File: src/rtl/ins_fetch.sv
// Instruction fetch front end: sequential PC, one-cycle-latency memory, two-entry
// instruction buffer toward decode, with redirect flush.
module ins_fetch #(
    parameter logic [31:0] RESET_PC = 32'h0000_0000
) (
    input  logic        clk,
    input  logic        rstn,
    output logic        oimem_req,
    output logic [31:0] oimem_addr,
    input  logic [31:0] iimem_data,
    input  logic        iBranchTaken,
    input  logic [31:0] iBranchTarget,
    input  logic        iStall,
    output logic        ovalid,
    output logic [31:0] oins,
    output logic [31:0] o_temp_npc
);

    localparam logic [31:0] RESET_PC_ALIGNED = {RESET_PC[31:2], 2'b00};

    logic [31:0] pc;
    logic [31:0] fifoIns [2];
    logic [31:0] fifoNpc [2];
    logic        headPtr;
    logic        tailPtr;
    logic [1:0]  count;
    logic        inflight;
    logic [31:0] inflightNpc;

    logic        pop;
    logic        push;
    logic        issue;
    logic [1:0]  occ;

    always_comb begin
        ovalid     = (count != 2'd0);
        oins       = ovalid ? fifoIns[headPtr] : '0;
        o_temp_npc = ovalid ? fifoNpc[headPtr] : '0;

        pop     = ovalid && !iStall && !iBranchTaken;
        push    = inflight && !iBranchTaken;
        tailPtr = headPtr ^ count[0];

        // Entries already owned (buffered + in flight) after this cycle's pop.
        occ   = count + {1'b0, inflight} - {1'b0, pop};
        issue = !iBranchTaken && (occ < 2'd2);

        // Gated by rstn so the request is held low throughout reset.
        oimem_req  = issue && rstn;
        oimem_addr = pc;
    end

    always_ff @(posedge clk or negedge rstn) begin
        if (!rstn) begin
            pc          <= RESET_PC_ALIGNED;
            count       <= '0;
            headPtr     <= 1'b0;
            inflight    <= 1'b0;
            inflightNpc <= '0;
        end else if (iBranchTaken) begin
            pc       <= {iBranchTarget[31:2], 2'b00};
            count    <= '0;
            inflight <= 1'b0;
        end else begin
            inflight <= issue;
            if (issue) begin
                pc          <= pc + 32'd4;
                inflightNpc <= pc + 32'd4;
            end
            if (pop) begin
                headPtr <= ~headPtr;
            end
            count <= count + {1'b0, push} - {1'b0, pop};
        end
    end

    // Payload storage needs no reset: entries are only visible while count covers them.
    always_ff @(posedge clk) begin
        if (push) begin
            fifoIns[tailPtr] <= iimem_data;
            fifoNpc[tailPtr] <= inflightNpc;
        end
    end

`ifndef SYNTHESIS
    assert property (@(posedge clk) disable iff (!rstn) count != 2'd3)
        else $error("ins_fetch: buffer count exceeded 2");
    assert property (@(posedge clk) disable iff (!rstn) !(push && !pop && count == 2'd2))
        else $error("ins_fetch: push into full buffer");
`endif

endmodule

File: config.mk
export PLATFORM = sky130hd
export DESIGN_NAME = ins_fetch
export DESIGN_NICKNAME = d
export VERILOG_FILES = /design/src/rtl/ins_fetch.sv
export SDC_FILE = /design/constraint.sdc
export NUM_CORES = 1
export LEC_CHECK = 0
export CORE_MARGIN = 2
export CORE_UTILIZATION = 25
export CTS_BUF_LIST = sky130_fd_sc_hd__clkbuf_8
export CTS_CLUSTER_SIZE = 10
export DETAILED_ROUTE_END_ITERATION = 16
export PLACE_DENSITY = 0.52
export REMOVE_ABC_BUFFERS = 1
export SYNTH_ARGS = -nofsm -noshare
export SYNTH_HDL_FRONTEND = slang
export SYNTH_SLANG_ARGS = --single-unit
File: constraint.sdc
create_clock -name clk -period 5.6 [get_ports clk]
set_input_delay 0.84 -clock clk [delete_from_list [all_inputs] [get_ports clk]]
set_output_delay 0.84 -clock clk [all_outputs]
set_load 0.01 [all_outputs]
==> Yosys cells after proc, flatten, opt, wreduce, memory -nomap -nowiden <==
Memories as Yosys holds them, arrays and structs flattened.
Index checks and enable logic that the tools add are counted.
{ "word_totals": {"elab_cells": 35, "memories": 2, "out_inout_bits": 98, "ram_bits": 128, "register_bits": 68} }
{ "mem_list": {"columns": ["memory", "words", "width", "read_ports", "rd_clocked_by_memory_dff", "wr", "line", "source"], "rows": [
  ["fifoIns", 2, 32, 1, 0, 1, "22", "logic [31:0] fifoIns [2];"],
  ["fifoNpc", 2, 32, 1, 0, 1, "23", "logic [31:0] fifoNpc [2];"]
]} }
{ "classes": {"order_cmp": 1, "n_reduce_logical": 11, "addsub": 5, "bitwise": 3, "mux": 8} }
{ "ops": {"columns": ["operator", "count"], "rows": [
  ["$mux 32", 4],
  ["$add 32x3->32 const B", 1],
  ["$logic_and 1x1->1", 5],
  ["$add 2x1->2", 2],
  ["$reduce_and 2->1", 2],
  ["$reduce_bool 2->1", 2],
  ["$sub 2x1->2", 2],
  ["$mux 1", 3],
  ["$logic_not 1->1", 2],
  ["$lt 2x2->1 const B", 1],
  ["$mux 2", 1],
  ["$not 1->1", 2],
  ["$xor 1x1->1", 1]
]} }

==> Logic depth before layout (Yosys ltp) <==
Gate-level depths: netlist (run 1).
{ "logic_depth": {"ltp_word": 8, "ltp_mapped": 8, "ltp_nobuf": 6} }

==> Worst setup path before layout (run 1) <==
Ideal clock, no wire load.
{ "synth_timing": {"path_type": "input port to flip-flop", "start": "input port iBranchTaken", "end": "memory fifoIns[1][0], enable pin", "required_ns": 5.110, "setup_ns": 0.490, "slack_ns": 1.348, "t_arrival_ns": 3.762, "stages": 2, "path_cell_list": "nand2b_1 -> nor2b_1"} }
{ "synth_between": {"elab_chain_cells": 4} }
{ "synth_lines": {"columns": ["element", "line", "source"], "rows": [
  ["from (decl)", "11", "input logic iBranchTaken,"],
  ["$logic_not 1->1", "41", "push = inflight && !iBranchTaken;"],
  ["$logic_and 1x1->1", "41", null],
  ["$mux 1", "79", "if (push) begin"],
  ["$mux 1 (not written as such)", "80", "fifoIns[tailPtr] <= iimem_data;"],
  ["to (decl)", "22", null]
]} }
Every way passes these cells.

==> Worst setup path after layout (run 1) <==
{ "layout_timing": {"start": "input port iStall", "end": "output port oimem_req"} }
{ "layout_between": {"elab_chain_cells": 7} }
{ "layout_lines": {"columns": ["element", "line", "source"], "rows": [
  ["from (decl)", "13", "input logic iStall,"],
  ["$logic_not 1->1", "40", "pop = ovalid && !iStall && !iBranchTaken;"],
  ["$logic_and 1x1->1 (2 in a row)", "40", null],
  ["$sub 2x1->2", "45", "occ = count + {1'b0, inflight} - {1'b0, pop};"],
  ["$lt 2x2->1", "46", "issue = !iBranchTaken && (occ < 2'd2);"],
  ["$logic_and 1x1->1", "46", null],
  ["$logic_and 1x1->1", "49", "oimem_req = issue && rstn;"],
  ["to (decl)", "8", "output logic oimem_req,"]
]} }
Every way passes these cells.

==> reports/results.ini, run 1 <==
[worst_setup_path]
rr_endpoint = fifoNpc[1][14]
critPathMaxFanout = 15
cp_cell_sequence = clkdlybuf4s50_1 -> o21a_1 -> o211ai_1 -> buf_4 -> nand2b_2 -> inv_1 -> and2_1 -> clkdlybuf4s50_1
cpMaxStageDelayCell = clkdlybuf4s50_1
reg2reg_depth = 3
r2r_slack_ns = 2.52
critPathKind = in -> out
cp.required_ns = 4.76
cp_common_cell = clkdlybuf4s50_1
regToRegStartpoint = headPtr
critPathLaunchType = input pin
endpoint = oimem_req
cp_num_buf_inv = 4
path_depth = 8
endpoint_kind = output port
crit_family = buffers and inverters
arrival_ns = 3.08
max_stage_delay_ns = 0.57
critical_path.startpoint = iStall

[sta]
setup_tns_ns = 0
rsz0062_at_grt = no
worst_pin_slew_ns = 1.05
finalMaxSlewViolations = 0
setup_violations = 0
fin_crit_sh = 0.700
clock_skew_ns = 0.0204
slew_headroom = 0.288
fin_ws_ns = 1.68
clock.fmax_ghz = 0.255
timing.final.crit_period_ns = 3.92
hold_violations = 0

[power]
p_sw_frac = 0.313
p_comb_frac = 0.235
p_leak_nw = 3.73
power_frac_seq = 0.529
p_int_mw = 2.45
p_per_area_mw_per_mm2 = 337
power.switching_mw = 1.12
ir_drop_mv = 0.123
p_clk_frac = 0.236
power_mw = 3.57

[floorplan]
fp.coreArea_mm2 = 0.0324
core.rowCount = 66
start_util = 0.253
die_y_um = 185
die_w_um = 185
dieArea_mm2 = 0.0342
io_pins = 166

[placement]
io_buffers = 159
routabilityCongestion = 0.690
placed_area_mm2 = 0.0102
hpwlAfterDp_um = 13000
pre_cts_ws_ns = 1.69
place_inst = 1217

[global_route]
antenna_found_initial = 0
grt_pass1_vias = 5158
grt_pass1_wl_um = 29900
grt_max_degree = 62
grt-ovfl-total = 0
grtUsageTotal = 0.118

[synthesis]
synthTopCellsByArea = edfxtp_1 45%, dfrtp_1 20%, mux2i_1 7.7%
netlist_area_mm2 = 0.00819
yosysWarningCount = 0
synth_flop_cell = edfxtp_1
synth_top_cell_area_share = 0.454
syn_inst = 645
ys_seq_area_frac = 0.650
synth_edf_count = 124
ys_ff_latch = 188
synth-async-reset-ratio = 0.340
yosysUniqueCellTypes = 44
synth_top_area_cell = edfxtp_1
avgSynthCellArea_um2 = 12.7

[cells_and_area]
design_area_mm2 = 0.0106
final_nets = 864
num_antenna_cells = 0
final_cells = 1249
synthToLayoutAreaGrowth_pct = 29.2
n_fill_cell = 3334
drive_gt1_frac = 0.0818

[clock_network]
cts_root_buffer = clkbuf_8
post-cts-setup-buffer-count = 0
cts_buffers = 17
h-tree-depth = 4
cts.sinks = 188
clk_path_buf_depth = 2
tritoncts = yes
clk_pin_slew_ns = 0.11
clk_latency_ns = 0.47
postCtsResizedCells = 0
holdBufCountCts = 0

[job]
drv_cap = 0

[detailed_routing]
drc_errors = 0
drt-total-wl_um = 19600
dr.pass1.iters = 4
via_per_inst = 4.12
dr_total_vias = 5150
drtIter0Drc = 177
wl_per_cell_um = 15.7
ant_nets = 0

[run_status]
status = finished clean

[min_path]
min_path_type = in -> async

[stage by stage]
step / utilization / hold slack (ns)
global route: 0.327 / 0.385
CTS: 0.327 / 0.375
floorplan: - / 0.442
global placement: 0.316 / 0.448
detailed placement: 0.316 / 0.457
finish: 0.327 / 0.390
[flip-flops by register name, indices dropped and copies added, names as in the netlist]
signal and count:
fifoIns 64, fifoNpc 60, inflightNpc 30, oimem_addr 30, count 2, headPtr 1, inflight 1
[synth_stat cells (2+ instances only)]
library cell / instances
and4_1: 2
nor2b_1: 2
buf_4: 8
or3_4: 2
xnor2_1: 36
nand3_4: 2
inv_1: 7
nor2_1: 72
and2_1: 2
nor3_1: 16
clkbuf_1: 22
xor2_1: 19
o221ai_1: 2
o21ai_1: 17
o21ai_0: 42
edfxtp_1: 124
nor4_4: 5
nand2_1: 77
nor4_2: 4
ha_1: 2
buf_2: 4
buf_1: 6
and3_1: 4
nand2b_1: 2
dfrtp_1: 64
mux2i_1: 63
nand3_1: 10
buf_6: 2
nor4b_1: 2
nand4_1: 11
[placed cells by master (no fill, tap or decap), drive strengths merged, types with 2 or more instances in the layout]
cell / netlist / routed
nor3: 17 / 17
clkdlybuf4s50: 0 / 157
dfrtp: 64 / 64
nor4b: 2 / 2
and4: 2 / 2
nand2b: 2 / 2
conb: 1 / 4
ha: 2 / 2
edfxtp: 124 / 124
buf: 20 / 12
clkbuf: 22 / 17
o21ai: 59 / 59
nand3: 12 / 12
and2: 2 / 2
and3: 5 / 5
nand2: 77 / 77
xor2: 19 / 19
mux2i: 63 / 63
nor4: 10 / 10
inv: 7 / 13
nor2b: 2 / 2
o221ai: 2 / 2
or3: 3 / 3
xnor2: 36 / 36
nor2: 72 / 72
clkinvlp: 0 / 7
clkinv: 0 / 2
nand4: 11 / 11
[power groups by stage]
stage               Sequential, mW  Combinational [mW]  Clock [mW]
finish                        1.89               0.837       0.843
detailed placement            1.93               0.862           0
floorplan                     1.91               0.464           0
global route                  1.92               0.923       0.944
CTS                           1.89               0.865       0.890
global placement              1.92               0.858           0
[worst min-delay path by stage]
stage / from / endpoint / slack, ns
final: rstn / oimem_addr[11] / 0.39
after global routing: rstn / oimem_addr[11] / 0.39
after CTS: rstn / oimem_addr[11] / 0.38
after detailed placement: inflightNpc[23] / fifoNpc[0][23] / 0.46
after global placement: inflightNpc[21] / fifoNpc[1][21] / 0.45
after floorplan: inflightNpc[10] / fifoNpc[0][10] / 0.44
[routing by layer]
metal | part of all wire | up-vias | GRT usage
li1 | - | 2567 | -
met1 | 0.47 | 2456 | 0.154
met2 | 0.48 | 117 | 0.196
met3 | 0.044 | 10 | 0.0273
met4 | 0.0093 | 0 | 0.0346
met5 | 0 | - | 0
[area by class of cell]
cell class / count / area, um2 / share of cell area
Clock buffer: 17 / 234 / 0.0221
Clock inverter: 15 / 116 / 0.0110
Inverter: 7 / 26.3 / 0.00248
Multi-Input combinational cell: 411 / 2670 / 0.252
Sequential cell: 188 / 5330 / 0.503
Tap cell: 442 / 553 / 0.0522
Timing Repair Buffer: 169 / 1660 / 0.156
[logic make-up (layout without fill, tap and decap cells)]
group / Yosys count / count (layout) / share of synthesized area
other: 1 / 4 / 0.000458
buffers and inverters: 49 / 208 / 0.0286
flip-flops: 188 / 188 / 0.650
multiplexers: 63 / 63 / 0.0770
adder cells (fa/ha/maj): 2 / 2 / 0.00305
AO/OA/AOI/OAI: 67 / 67 / 0.0447
XOR/XNOR: 55 / 55 / 0.0588
AND/OR/NAND/NOR: 220 / 220 / 0.138
No activity file was read; power rests on OpenSTA's default activity.
==> inputs of run 2 (changes only) <==
clock period = 3.9 ns   (was 5.6 ns; I/O delays follow)
==> reports/results.ini, run 2 (synthesis gave the netlist of run 1 again) <==
[power]
p_leak_nw = 3.80
p_per_area_mw_per_mm2 = 493
ir_drop_mv = 0.172

[global_route]
grtUsageTotal = 0.123
grt-ovfl-total = 0
antenna_found_initial = 0
grt_pass1_wl_um = 31100
grt_pass1_vias = 5383
grt_max_degree = 62

[cells_and_area]
synthToLayoutAreaGrowth_pct = 30.4
layout_common_cells = 157 x clkdlybuf4s50_1, 124 x edfxtp_1, 77 x nand2_1, 70 x nor2_1
regMostFlops = fifoIns
largest_reg_flops = 64
reg_top3 = fifoIns x64, fifoNpc x60
final_nets = 869
num_antenna_cells = 0
utilization = 0.330
final_common_cell = clkdlybuf4s50_1
drive_gt1_frac = 0.0874

[sta]
fin_hold_ws_ns = 0.234
fin_ws_ns = 0.778
timing.final.crit_period_ns = 3.12
finalMaxSlewViolations = 0
setup_violations = 0
hold_violations = 0
slew_headroom = 0.329
rsz0062_at_grt = no
clock_skew_ns = 0.0205
fin_crit_sh = 0.800
worst_pin_slew_ns = 0.999
clock.fmax_ghz = 0.320

[clock_network]
post-cts-setup-buffer-count = 0
cts.sinks = 188
holdBufCountCts = 0
h-tree-depth = 4
cts_buffers = 17
postCtsResizedCells = 0
clk_latency_ns = 0.48
tritoncts = yes
clk_pin_slew_ns = 0.11
cts_root_buffer = clkbuf_8
clk_path_buf_depth = 2

[worst_setup_path]
endpoint_kind = output port
critPathMaxFanout = 35
cp.required_ns = 3.31
critPathLaunchType = flip-flop
critPathKind = reg -> out
arrival_ns = 2.54

[placement]
io_buffers = 159
pre_cts_ws_ns = 0.865
routabilityCongestion = 0.689
hpwlAfterDp_um = 13600

[min_path]
min_path_type = in -> async

[floorplan]
core.rowCount = 66
die_w_um = 185
dieArea_mm2 = 0.0342
start_util = 0.253
die_y_um = 185
fp.coreArea_mm2 = 0.0324
io_pins = 166

[detailed_routing]
dr.pass1.iters = 4
drt-total-wl_um = 20300
via_per_inst = 4.19
dr_total_vias = 5255
drc_errors = 0
wl_per_cell_um = 16.2
ant_nets = 0
drtIter0Drc = 232

[run_status]
status = finished clean

[job]
drv_cap = 0

==> run 2: changes by cell type in the layout (fill, tap and decap cells not counted), sizes merged <==
cell      delta
clkinv       +2
bufinv       +1
buf          +5
inv          +3
clkinvlp     -6
==> run 2: critical path, stage by stage, from the launching register on <==
cell and delay [ns]:
dfrtp_4 0.91, buf_4 0.38, mux2i_1 0.24, nor2_1 0.05
clkdlybuf4s50_1 0.47
==> run 2: worst paths after layout <==
| kind | startpoint | endpoint | slack, ns | cells after the start |
|---|---|---|---|---|
| hold / removal | rstn | inflightNpc[12] | 0.23 | 2 |
| setup / recovery | headPtr | oins[6] | 0.78 | 4 |
| min in group clk | inflightNpc[24] | fifoNpc[1][24] | 0.47 | 0 |
| max in group asynchronous | rstn | headPtr | 2.74 | 3 |
| setup reg to reg | headPtr | fifoNpc[1][18] | 1.37 | 3 |
| hold reg to reg | inflightNpc[24] | fifoNpc[1][24] | 0.47 | 0 |
==> run 2: metrics by stage <==
step	cells	total power, mW	setup TNS [ns]	instance area (um2)
floorplan	606	3.41	-209.81	8000
global placement	1222	4.02	0	10300
detailed placement	1222	4.04	0	10300
CTS	1254	5.38	0	10700
global route	1254	5.58	0	10700
finish	1254	5.27	0	10700
==> run 2: power by group <==
| group | total, mW | internal (mW) | switching [mW] |
|---|---|---|---|
| Sequential | 2.69 | 2.44 | 0.247 |
| Combinational | 1.26 | 0.649 | 0.613 |
| Clock | 1.31 | 0.530 | 0.784 |
==> run 2: area by class of cell <==
class,count,area [um2]
clock buffer,17,234
clock inverter,15,151
fill,3326,21700
inverter,7,26.3
multi-input combinational,411,2670
sequential,188,5330
tap,442,553
timing repair buffer,174,1720
==> run 2: per-layer routing <==
layer	vias up	track usage	routed length, um
met5	-	0	0
met4	0	0.0292	161
met3	11	0.0330	917
met2	114	0.207	9830
met1	2552	0.157	9410
li1	2578	-	-
